$ cat src/rtl/lsu_mc.sv
// lsu_mc: multi-cycle load/store unit between IEX and RF writeback over a valid/ready dmem channel.
// Optional build macro LSU_MISALIGN_TRAP_EN: misaligned accesses complete at once with a flag instead of being aligned.
module lsu_mc #(
    parameter int  DATA_WIDTH   = 32,
    parameter int  MEM_WIDTH    = 128,
    parameter int  ADDR_WIDTH   = 32,
    parameter int  PC_WIDTH     = 32,
    parameter int  RF_DEPTH_BIT = 5,
    localparam int LANES        = MEM_WIDTH / 8,
    localparam int LANE_BITS    = $clog2(LANES)
) (
    input  logic                            clk,
    input  logic                            rst,
    input  logic                            iex_lsu_pipe_vld,
    input  logic [PC_WIDTH-1:0]             iex_lsu_pc,
    input  logic [RF_DEPTH_BIT-1:0]         iex_lsu_rd,
    input  logic                            iex_lsu_rf_wen,
    input  logic                            iex_lsu_is_load,
    input  logic                            iex_lsu_is_store,
    input  logic [1:0]                      iex_lsu_size,
    input  logic                            iex_lsu_unsigned,
    input  logic [ADDR_WIDTH-1:0]           iex_lsu_addr,
    input  logic [DATA_WIDTH-1:0]           iex_lsu_wr_data,
    input  logic [DATA_WIDTH-1:0]           iex_lsu_cal_data,
    output logic                            lsu_iex_stall,
    output logic                            lsu_rf_pipe_vld,
    output logic [PC_WIDTH-1:0]             lsu_rf_pc,
    output logic [RF_DEPTH_BIT-1:0]         lsu_rf_rd,
    output logic                            lsu_rf_wen,
    output logic [DATA_WIDTH-1:0]           lsu_rf_wr_data,
    output logic                            lsu_rf_misalign,
    output logic                            dmem_req_vld,
    input  logic                            dmem_req_rdy,
    output logic                            dmem_req_we,
    output logic [ADDR_WIDTH-LANE_BITS-1:0] dmem_req_line,
    output logic [LANES-1:0]                dmem_req_ben,
    output logic [MEM_WIDTH-1:0]            dmem_req_wr_data,
    input  logic                            dmem_rsp_vld,
    input  logic [MEM_WIDTH-1:0]            dmem_rsp_data
);

    typedef enum logic [1:0] {
        S_IDLE = 2'd0,
        S_REQ  = 2'd1,
        S_WAIT = 2'd2
    } state_t;

    state_t                    r_state;
    logic                      r_req_vld;
    logic                      r_rf_pipe_vld;
    logic [PC_WIDTH-1:0]       r_rf_pc;
    logic [RF_DEPTH_BIT-1:0]   r_rf_rd;
    logic                      r_rf_wen;
    logic [DATA_WIDTH-1:0]     r_rf_wr_data;

    logic                      w_mem_op;
    logic                      w_trap;
    logic                      w_done;
    logic [ADDR_WIDTH-1:0]     w_addr;
    logic [LANE_BITS-1:0]      w_lane;
    logic [MEM_WIDTH-1:0]      w_rsp_sh;
    logic [DATA_WIDTH-1:0]     w_ld_data;

    function automatic logic [ADDR_WIDTH-1:0] align_addr(input logic [ADDR_WIDTH-1:0] a,
                                                         input logic [1:0] sz);
        logic [ADDR_WIDTH-1:0] r;
        r = a;
        if (sz == 2'd1)
            r[0] = 1'b0;
        else if (sz[1])
            r[1:0] = 2'b00;
        return r;
    endfunction

    function automatic logic [DATA_WIDTH-1:0] load_ext(input logic [MEM_WIDTH-1:0] sh,
                                                       input logic [1:0] sz,
                                                       input logic uns);
        case (sz)
            2'd0:    load_ext = {{(DATA_WIDTH-8){~uns & sh[7]}}, sh[7:0]};
            2'd1:    load_ext = {{(DATA_WIDTH-16){~uns & sh[15]}}, sh[15:0]};
            default: load_ext = sh[DATA_WIDTH-1:0];
        endcase
    endfunction

    function automatic logic [MEM_WIDTH-1:0] rep_data(input logic [DATA_WIDTH-1:0] d,
                                                      input logic [1:0] sz);
        case (sz)
            2'd0:    rep_data = {LANES{d[7:0]}};
            2'd1:    rep_data = {(LANES/2){d[15:0]}};
            default: rep_data = {(MEM_WIDTH/DATA_WIDTH){d}};
        endcase
    endfunction

    function automatic logic [LANES-1:0] ben_base(input logic [1:0] sz);
        case (sz)
            2'd0:    ben_base = LANES'(1);
            2'd1:    ben_base = LANES'(3);
            default: ben_base = LANES'(15);
        endcase
    endfunction

    assign w_mem_op = iex_lsu_pipe_vld & (iex_lsu_is_load | iex_lsu_is_store);

`ifdef LSU_MISALIGN_TRAP_EN
    logic w_misalign;
    logic r_misalign;
    assign w_misalign = ((iex_lsu_size == 2'd1) & iex_lsu_addr[0]) |
                        ((iex_lsu_size == 2'd2) & (|iex_lsu_addr[1:0]));
    assign w_trap     = w_mem_op & w_misalign & (r_state == S_IDLE);
    assign w_addr     = iex_lsu_addr;
`else
    assign w_trap     = 1'b0;
    assign w_addr     = align_addr(iex_lsu_addr, iex_lsu_size);
`endif

    assign w_lane    = w_addr[LANE_BITS-1:0];
    assign w_done    = ((r_state == S_REQ) & dmem_req_rdy & iex_lsu_is_store) |
                       ((r_state == S_WAIT) & dmem_rsp_vld) | w_trap;
    assign w_rsp_sh  = dmem_rsp_data >> {w_lane, 3'b000};
    assign w_ld_data = load_ext(w_rsp_sh, iex_lsu_size, iex_lsu_unsigned);

    // Request fields come straight from the held IEX inputs; only valid is registered.
    assign lsu_iex_stall    = w_mem_op & ~w_done;
    assign dmem_req_vld     = r_req_vld;
    assign dmem_req_we      = iex_lsu_is_store;
    assign dmem_req_line    = w_addr[ADDR_WIDTH-1:LANE_BITS];
    assign dmem_req_ben     = iex_lsu_is_store ? (ben_base(iex_lsu_size) << w_lane) : '0;
    assign dmem_req_wr_data = rep_data(iex_lsu_wr_data, iex_lsu_size);

    assign lsu_rf_pipe_vld  = r_rf_pipe_vld;
    assign lsu_rf_pc        = r_rf_pc;
    assign lsu_rf_rd        = r_rf_rd;
    assign lsu_rf_wen       = r_rf_wen;
    assign lsu_rf_wr_data   = r_rf_wr_data;
`ifdef LSU_MISALIGN_TRAP_EN
    assign lsu_rf_misalign  = r_misalign;
`else
    assign lsu_rf_misalign  = 1'b0;
`endif

    always_ff @(posedge clk or posedge rst) begin
        if (rst) begin
            r_state       <= S_IDLE;
            r_req_vld     <= 1'b0;
            r_rf_pipe_vld <= 1'b0;
            r_rf_pc       <= '0;
            r_rf_rd       <= '0;
            r_rf_wen      <= 1'b0;
            r_rf_wr_data  <= '0;
`ifdef LSU_MISALIGN_TRAP_EN
            r_misalign    <= 1'b0;
`endif
        end else begin
            case (r_state)
                S_IDLE: begin
                    if (w_mem_op & ~w_trap) begin
                        r_state   <= S_REQ;
                        r_req_vld <= 1'b1;
                    end
                end
                S_REQ: begin
                    if (dmem_req_rdy) begin
                        r_req_vld <= 1'b0;
                        r_state   <= iex_lsu_is_store ? S_IDLE : S_WAIT;
                    end
                end
                S_WAIT: begin
                    if (dmem_rsp_vld)
                        r_state <= S_IDLE;
                end
                default: begin
                    r_state   <= S_IDLE;
                    r_req_vld <= 1'b0;
                end
            endcase

            // Writeback: completion or pass-through loads the op, otherwise a bubble.
            r_rf_pipe_vld <= 1'b0;
            if (w_mem_op & w_done) begin
                r_rf_pipe_vld <= 1'b1;
                r_rf_pc       <= iex_lsu_pc;
                r_rf_rd       <= iex_lsu_rd;
                r_rf_wen      <= iex_lsu_rf_wen & iex_lsu_is_load & ~w_trap;
                r_rf_wr_data  <= (iex_lsu_is_load & ~w_trap) ? w_ld_data : iex_lsu_cal_data;
            end else if ((r_state == S_IDLE) & iex_lsu_pipe_vld & ~w_mem_op) begin
                r_rf_pipe_vld <= 1'b1;
                r_rf_pc       <= iex_lsu_pc;
                r_rf_rd       <= iex_lsu_rd;
                r_rf_wen      <= iex_lsu_rf_wen;
                r_rf_wr_data  <= iex_lsu_cal_data;
            end
`ifdef LSU_MISALIGN_TRAP_EN
            r_misalign <= w_trap;
`endif
        end
    end

endmodule

$ cat config.mk
export PLATFORM = sky130hd
export DESIGN_NAME = lsu_mc
export DESIGN_NICKNAME = d
export VERILOG_FILES = /design/src/rtl/lsu_mc.sv
export SDC_FILE = /design/constraint.sdc
export NUM_CORES = 1
export LEC_CHECK = 0
export CORE_AREA = 2 2 204 206
export DETAILED_ROUTE_END_ITERATION = 10
export DIE_AREA = 0 0 206 208
export PLACE_DENSITY_LB_ADDON = 0.2
export SLEW_MARGIN = 40
export SYNTH_ARGS = -nofsm -noshare
export SYNTH_HDL_FRONTEND = slang
export SYNTH_SLANG_ARGS = --single-unit
export TNS_END_PERCENT = 5
$ cat constraint.sdc
create_clock -name clk -period 8.2 [get_ports clk]
set_input_delay 2.46 -clock clk [delete_from_list [all_inputs] [get_ports clk]]
set_output_delay 2.46 -clock clk [all_outputs]
set_load 0.1 [all_outputs]
==> qor.txt, run 1 <==
Flop2flop setup slack: 5.34 ns
Setup CP Type: in -> out
Max-capacitance violation count: 0
Synth Area per Inst: 8.047 sq um
ANT nets after route: 0
First-pass GRT wire length: 59880 microns
Net Count, Synth: 1252
IO buf count: 461
Asr flop ratio synth: 100.0%
Slew Limit Headroom: 49.01%
Synth cell types: 60
Initial Util: 19.45%
Slew Limit Fails: 0
H-tree depth: 3
Rows: 74
EDFF count, synth: 0
Wire length per cell: 23.05 microns
Total CTS buffers: 9
Fmax: 144.0 MHz
Period utilization: 84.70%
Main flop type after synthesis: dfrtp_1
CP required: 5.74 ns
Tmin final: 6.945 ns
Die X: 206 microns
Area Overhead vs Synth: 53.80%
RSZ-0062 raised after global routing: false
Worst Min Path Start: lsu_rf_pc[24]
Resized Gates After CTS: 0
Crit path DAT: 4.49 ns
Fill cells: 4338
Overall routing resource usage: 18.94%
Post-Route WL: 41690 microns
Peak supply drop: 0.1246 mV
R2r endpoint: lsu_rf_wr_data[5]
HP Class: reg -> reg
Placed Area: 0.01179 sq mm
Insertion delay to the later sink of the worst-skew pair: 0.34 ns
Clk_skew: 0.004527 ns
Core Box Area: 0.04055 sq mm
Clock Pin Slew Worst Setup and Hold Paths: 0.06 ns
Total die area: 0.04285 sq mm
Flops & latches, synth: 74
Remaining DRCs: 0
Largest net degree at the start of global routing: 75
Syn Inst Count: 980
CTS tree: yes
Pre-Repair DR Iteration Count: 7
Netlist Area Pre-Place: 0.007886 sq mm
Worst Reg-to-Reg Cells: 9
WHS Endpoint: lsu_rf_pc[24]
CP Max Fanout: 19
Vias in the first global route: 8563
Worst-Margin Slew: 0.7624 ns
Static Leakage: 5.206 nW
Clk buf depth: 2
Final setup fails: 0
Die height: 208 microns
Slowest CP cell: o21ai_0
Worst setup SP type: input port
Multi-input gate area: 0.004614 sq mm
Final core occ: 29.91%
Vias per cell: 4.663
Post-CTS Setup Bufs: 0
YS warnings: 0
Register area: 0.001852 sq mm
Clock Sink Count: 74
Routability cong.: 0.8474
Worst flop-to-flop path startpoint: r_state[0]
Post-CTS Hold Buffers: 0
P per Cell Area: 220.5 mW/mm^2
Final Cell Area: 0.01213 sq mm
Hold Violations, Final: 0
Share of cells above drive strength 1: 26.36%
DRT iter0 DRCs: 771
I/O pin count: 519
Cell Chain, Critical Path: clkdlybuf4s50_1, buf_4, or2_2, o21ai_0, nor2_1, buf_12
Sequential share of the synthesized area: 23.48%
GR Overflow Total: 0
DP HPWL: 33400 microns
Via count: 8436
Max stage delay on crit path: 0.53 ns
CTS root buf: clkbuf_16
Final net count: 1538
Initial antenna violation count: 8
Crit. End Element: output pin
Status: completed
WHS Path Cells: 2
## layer usage
metal	GRT usage [%]	up-vias	part of all wire (%)
met1	25.72	4068	44
met5	0	-	0.060
met2	29.83	390	46
met3	5.655	27	9.6
met4	3.399	4	0.90
li1	-	3947	-
## power breakdown
group	switching (mW)	leakage, nW	internal (mW)	total, mW
registers	0.0425	0.878	0.449	0.491
clock network	0.164	0.153	0.268	0.432
logic	1.36	4.17	0.395	1.75
total	1.56	5.21	1.11	2.67
## critical path: cells and delay by family
kind / cells / cell delay (ns)
simple gates: 2 / 0.63
buf+inv: 3 / 0.84
compound gates: 1 / 0.53
## kinds of logic after synthesis
| kind of cell | count (synthesis) | synth area share, % |
|---|---|---|
| and+or+nand+nor | 390 | 21.69 |
| buffers and inverters | 220 | 18.23 |
| AOI/OAI and AO/OA | 193 | 15.93 |
| muxes | 102 | 20.63 |
| DFF | 74 | 23.48 |
| other | 1 | 0.04755 |
## through the flow
| step | instances | hold slack [ns] | setup WS [ns] | TNS [ns] | power [mW] |
|---|---|---|---|---|---|
| floorplan | 980 | 0.4934 | -0.5205 | -12.23 | 1.887 |
| finish | 1809 | 0.4605 | 1.255 | 0 | 2.674 |
| global route | 1805 | 0.4762 | 1.153 | 0 | 2.787 |
| CTS | 1803 | 0.4650 | 1.224 | 0 | 2.703 |
| global placement | 1786 | 0.4483 | 1.203 | 0 | 2.340 |
| detailed placement | 1787 | 0.4510 | 1.227 | 0 | 2.257 |
## cells in the final DEF (no fill, tap or decap), types with 9 or more instances in the layout
cell / n
nand2_1: 258
buf_4: 86
mux2_2: 15
dfrtp_1: 74
mux2i_1: 41
a21oi_1: 56
a31oi_1: 11
and3_1: 14
o211ai_1: 11
o221ai_1: 16
buf_12: 50
o2111ai_1: 11
nand3_1: 26
or3_1: 21
clkdlybuf4s50_1: 240
clkbuf_16: 9
mux4_2: 43
buf_2: 108
o21ai_0: 41
nor2_1: 43
## sequential cells by signal, summed over array words and instances, names as in the netlist
name / flops
lsu_rf_pc: 32
lsu_rf_wr_data: 32
lsu_rf_rd: 5
r_state: 2
dmem_req_vld: 1
lsu_rf_pipe_vld: 1
lsu_rf_wen: 1
## how the worst max path moves through the flow
stage	end	startpoint	slack (ns)
detailed placement	dmem_req_ben[7]	iex_lsu_size[0]	1.23
global placement	dmem_req_ben[3]	iex_lsu_size[0]	1.20
global route	dmem_req_ben[7]	iex_lsu_size[0]	1.15
finish	dmem_req_ben[3]	iex_lsu_size[0]	1.25
CTS	dmem_req_ben[7]	iex_lsu_size[0]	1.22
floorplan	dmem_req_wr_data[121]	iex_lsu_size[1]	-0.52
## layout make-up
type	instances	area share (%)
antenna	6	0.1238
clock buffer	10	1.888
clock inverter	6	0.7427
inverter	9	0.2888
multi-input combinational	686	38.04
sequential	74	15.27
tap	532	5.488
timing repair buffer	486	38.16
## Yosys cell counts, types with 3 or more instances
| cell type | n | area [sq um] |
|---|---|---|
| a22oi_1 | 3 | 22.52 |
| mux2i_1 | 41 | 410.4 |
| buf_6 | 6 | 67.56 |
| mux2_2 | 15 | 168.9 |
| buf_2 | 13 | 65.06 |
| o31ai_1 | 3 | 22.52 |
| a211oi_1 | 3 | 22.52 |
| o211ai_1 | 11 | 82.58 |
| nand2b_1 | 3 | 18.77 |
| a21oi_1 | 56 | 280.3 |
| nand3b_1 | 4 | 30.03 |
| buf_4 | 144 | 1081 |
| a221oi_1 | 3 | 26.28 |
| or3_1 | 21 | 131.4 |
| o21ai_0 | 43 | 215.2 |
| nand3_1 | 26 | 130.1 |
| nor2b_1 | 4 | 25.02 |
| mux4_2 | 43 | 968.4 |
| a31oi_1 | 11 | 68.82 |
| o22ai_1 | 6 | 37.54 |
| inv_1 | 8 | 30.03 |
| a221o_1 | 3 | 30.03 |
| a311oi_1 | 3 | 26.28 |
| and3_1 | 14 | 87.58 |
| o221ai_1 | 16 | 140.1 |
| nor2_1 | 43 | 161.4 |
| buf_1 | 11 | 41.29 |
| clkbuf_1 | 36 | 135.1 |
| mux4_1 | 3 | 78.83 |
| dfrtp_1 | 74 | 1852 |
| nand2_1 | 258 | 968.4 |
| o2111ai_1 | 11 | 96.34 |
No activity file was read; power rests on OpenSTA's default activity.
==> run 2, diff against run 1 <==
--- a/config.mk
+++ b/config.mk
@@ -5,9 +5,9 @@
 export SDC_FILE = /design/constraint.sdc
 export NUM_CORES = 1
 export LEC_CHECK = 0
-export CORE_AREA = 2 2 204 206
+export CORE_AREA = 2 2 200 202
 export DETAILED_ROUTE_END_ITERATION = 10
-export DIE_AREA = 0 0 206 208
+export DIE_AREA = 0 0 202 204
 export PLACE_DENSITY_LB_ADDON = 0.2
 export SLEW_MARGIN = 40
 export SYNTH_ARGS = -nofsm -noshare
==> constraint.sdc (replaced) <==
create_clock -name clk -period 6.75 [get_ports clk]
set_input_delay 2.025 -clock clk [delete_from_list [all_inputs] [get_ports clk]]
set_output_delay 2.025 -clock clk [all_outputs]
set_load 0.1 [all_outputs]
==> run 2 against run 1 <==
Against the previous run:
- die area shrank 3.8%
- combinational power grew 25%
- via count grew 2.1%
- worst hold slack is essentially flat
- highest routed layer unchanged
==> qor.txt, run 2 (synthesized netlist as in run 1, its figures left out) <==
Via count: 8615 (+2.1%)
Vias in the first global route: 8474 (-1.0%)
Placed Area: 0.01225 sq mm (+3.8%)
Worst setup SP type: input port
Final core occ: 32.08% (+2.2 points)
ANT nets after route: 0 (unchanged)
Fmax: 163.1 MHz
Post-CTS Hold Buffers: 0 (unchanged)
WHS Path Cells: 2 (unchanged)
Routability cong.: 0.8360 (-1.3%)
Wire length per cell: 23.51 microns (+2.0%)
Resized Gates After CTS: 0 (unchanged)
Post-Route WL: 42350 microns (+1.6%)
Crit path DAT: 4.11 ns (-0.38 ns)
Total CTS buffers: 9 (unchanged)
Insertion delay to the later sink of the worst-skew pair: 0.33 ns (about the same)
Clk buf depth: 2 (unchanged)
Clock Sink Count: 74 (unchanged)
Post-CTS Setup Bufs: 0 (unchanged)
H-tree depth: 3 (unchanged)
I/O pin count: 519 (unchanged)
Worst flop-to-flop path startpoint: r_state[0]
Final Cell Area: 0.01257 sq mm (+3.6%)
Die X: 202 microns (-1.9%)
Setup CP Type: in -> out
Fill cells: 4147 (-4.4%)
Share of cells above drive strength 1: 26.69% (+0.34 points)
Total die area: 0.04121 sq mm (-3.8%)
Die height: 204 microns (-1.9%)
DP HPWL: 33780 microns (+1.1%)
CP required: 4.72 ns (-1.02 ns)
Overall routing resource usage: 19.78% (+0.84 points)
GR Overflow Total: 0 (unchanged)
Cell count after placement: 1781 (-0.34%)
IO buf count: 461 (unchanged)
Dpl ws: 0.5799 ns (-0.6468 ns)
Area Overhead vs Synth: 59.40%
Multi-input gate area: 0.004636 sq mm (+0.46%)
Static Leakage: 5.359 nW (+3.0%)
Rows: 73 (-1.4%)
Pre-Repair DR Iteration Count: 5 (-2)
Worst Min Path Start: lsu_rf_pc[9]
Flop2flop setup slack: 4.24 ns (-1.10 ns)
CTS tree: yes
Worst Reg-to-Reg Cells: 5 (-4)
Final setup fails: 0 (unchanged)
DRT iter0 DRCs: 650 (-16%)
Slew Limit Headroom: 45.55% (-3.5 points)
Initial antenna violation count: 17 (+9)
Vias per cell: 4.783 (+2.6%)
Hold Violations, Final: 0 (unchanged)
Clock Pin Slew Worst Setup and Hold Paths: 0.06 ns (about the same)
Final net count: 1539 (+0.065%)
CP Max Fanout: 18 (-1)
Core Box Area: 0.03918 sq mm (-3.4%)
Initial Util: 20.13% (+0.68 points)
Tmin final: 6.131 ns
Largest net degree at the start of global routing: 70 (-6.7%)
Most common cell after layout, fill and taps aside: nand2_1
First-pass GRT wire length: 60000 microns (+0.20%)
Slew Limit Fails: 0 (unchanged)
Design Power: 3.266 mW (+22%)
Period utilization: 90.83%
Most frequent cells in the layout: 258 x nand2_1, 240 x clkdlybuf4s50_1, 91 x buf_4
P per Cell Area: 259.8 mW/mm^2 (+18%)
Final setup margin: 0.6187 ns (-0.6362 ns)
Final non-filler cell total: 1801 (-0.44%)
RSZ-0062 raised after global routing: false
Max-capacitance violation count: 0 (unchanged)
CTS root buf: clkbuf_16
R2r endpoint: lsu_rf_wr_data[16]
Register area: 0.001852 sq mm (unchanged)
Clk_skew: 0.005082 ns (+0.0005552 ns)
WHS Endpoint: lsu_rf_pc[9]
Peak supply drop: 0.1204 mV (-3.3%)
Remaining DRCs: 0 (unchanged)
Worst-Margin Slew: 0.8114 ns (+0.04899 ns)
Crit. End Element: output pin
HP Class: reg -> reg
Status: completed
-- run 2: critical path, cell delays in order --
cell and delay, ns:
clkdlybuf4s50_1 0.42, buf_4 0.21, or2_2 0.55, o21ai_0 0.54
nor2_1 0.15, buf_12 0.21
-- run 2: where the power goes --
part	internal [mW]	leakage, nW	switching [mW]	total (mW)
combinational	0.526	4.34	1.66	2.18
sequential	0.546	0.878	0.0519	0.597
clock	0.303	0.141	0.182	0.485
total	1.37	5.36	1.89	3.27
-- run 2: area by class of cell --
class | count | area share, %
clock inverters | 2 | 0.2986
diodes | 6 | 0.1194
multi-input cells | 686 | 36.88
repair buffers | 487 | 40.43
inverters | 9 | 0.2787
clock buffers | 12 | 2.040
flip-flops and latches | 74 | 14.73
well taps | 525 | 5.225
-- run 2: worst max path at each step --
stage	startpoint	end	depth (start not counted)
3_3_place_gp	iex_lsu_size[0]	dmem_req_ben[7]	6
5_1_grt	iex_lsu_size[0]	dmem_req_ben[7]	6
6_report	iex_lsu_size[0]	dmem_req_ben[7]	6
3_5_place_dp	iex_lsu_size[0]	dmem_req_ben[7]	6
2_1_floorplan	iex_lsu_size[1]	dmem_req_wr_data[121]	7
4_1_cts	iex_lsu_size[0]	dmem_req_ben[7]	6
-- run 2: layer usage --
metal / global-route usage (%) / vias to the layer above / share of wire (%)
met4: 4.386 / 22 / 1.4
met3: 6.027 / 47 / 8.6
met2: 30.84 / 402 / 46
met5: 0 / - / 0.34
li1: - / 3952 / -
met1: 26.80 / 4192 / 44
-- run 2: stage by stage --
stage | TNS, ns | hold slack (ns)
global placement | 0 | 0.4480
global route | 0 | 0.4857
detailed placement | 0 | 0.4511
CTS | 0 | 0.4638
finish | 0 | 0.4603
floorplan | -4.902 | 0.4934
==> run 3, diff against run 2 <==
--- a/config.mk
+++ b/config.mk
@@ -8,6 +8,7 @@
 export CORE_AREA = 2 2 200 202
 export DETAILED_ROUTE_END_ITERATION = 10
 export DIE_AREA = 0 0 202 204
+export HOLD_SLACK_MARGIN = 0.12
 export PLACE_DENSITY_LB_ADDON = 0.2
 export SLEW_MARGIN = 40
 export SYNTH_ARGS = -nofsm -noshare
==> results of run 3 <==
Same layout as run 2: the final DEF is identical, and so are final timing and power.
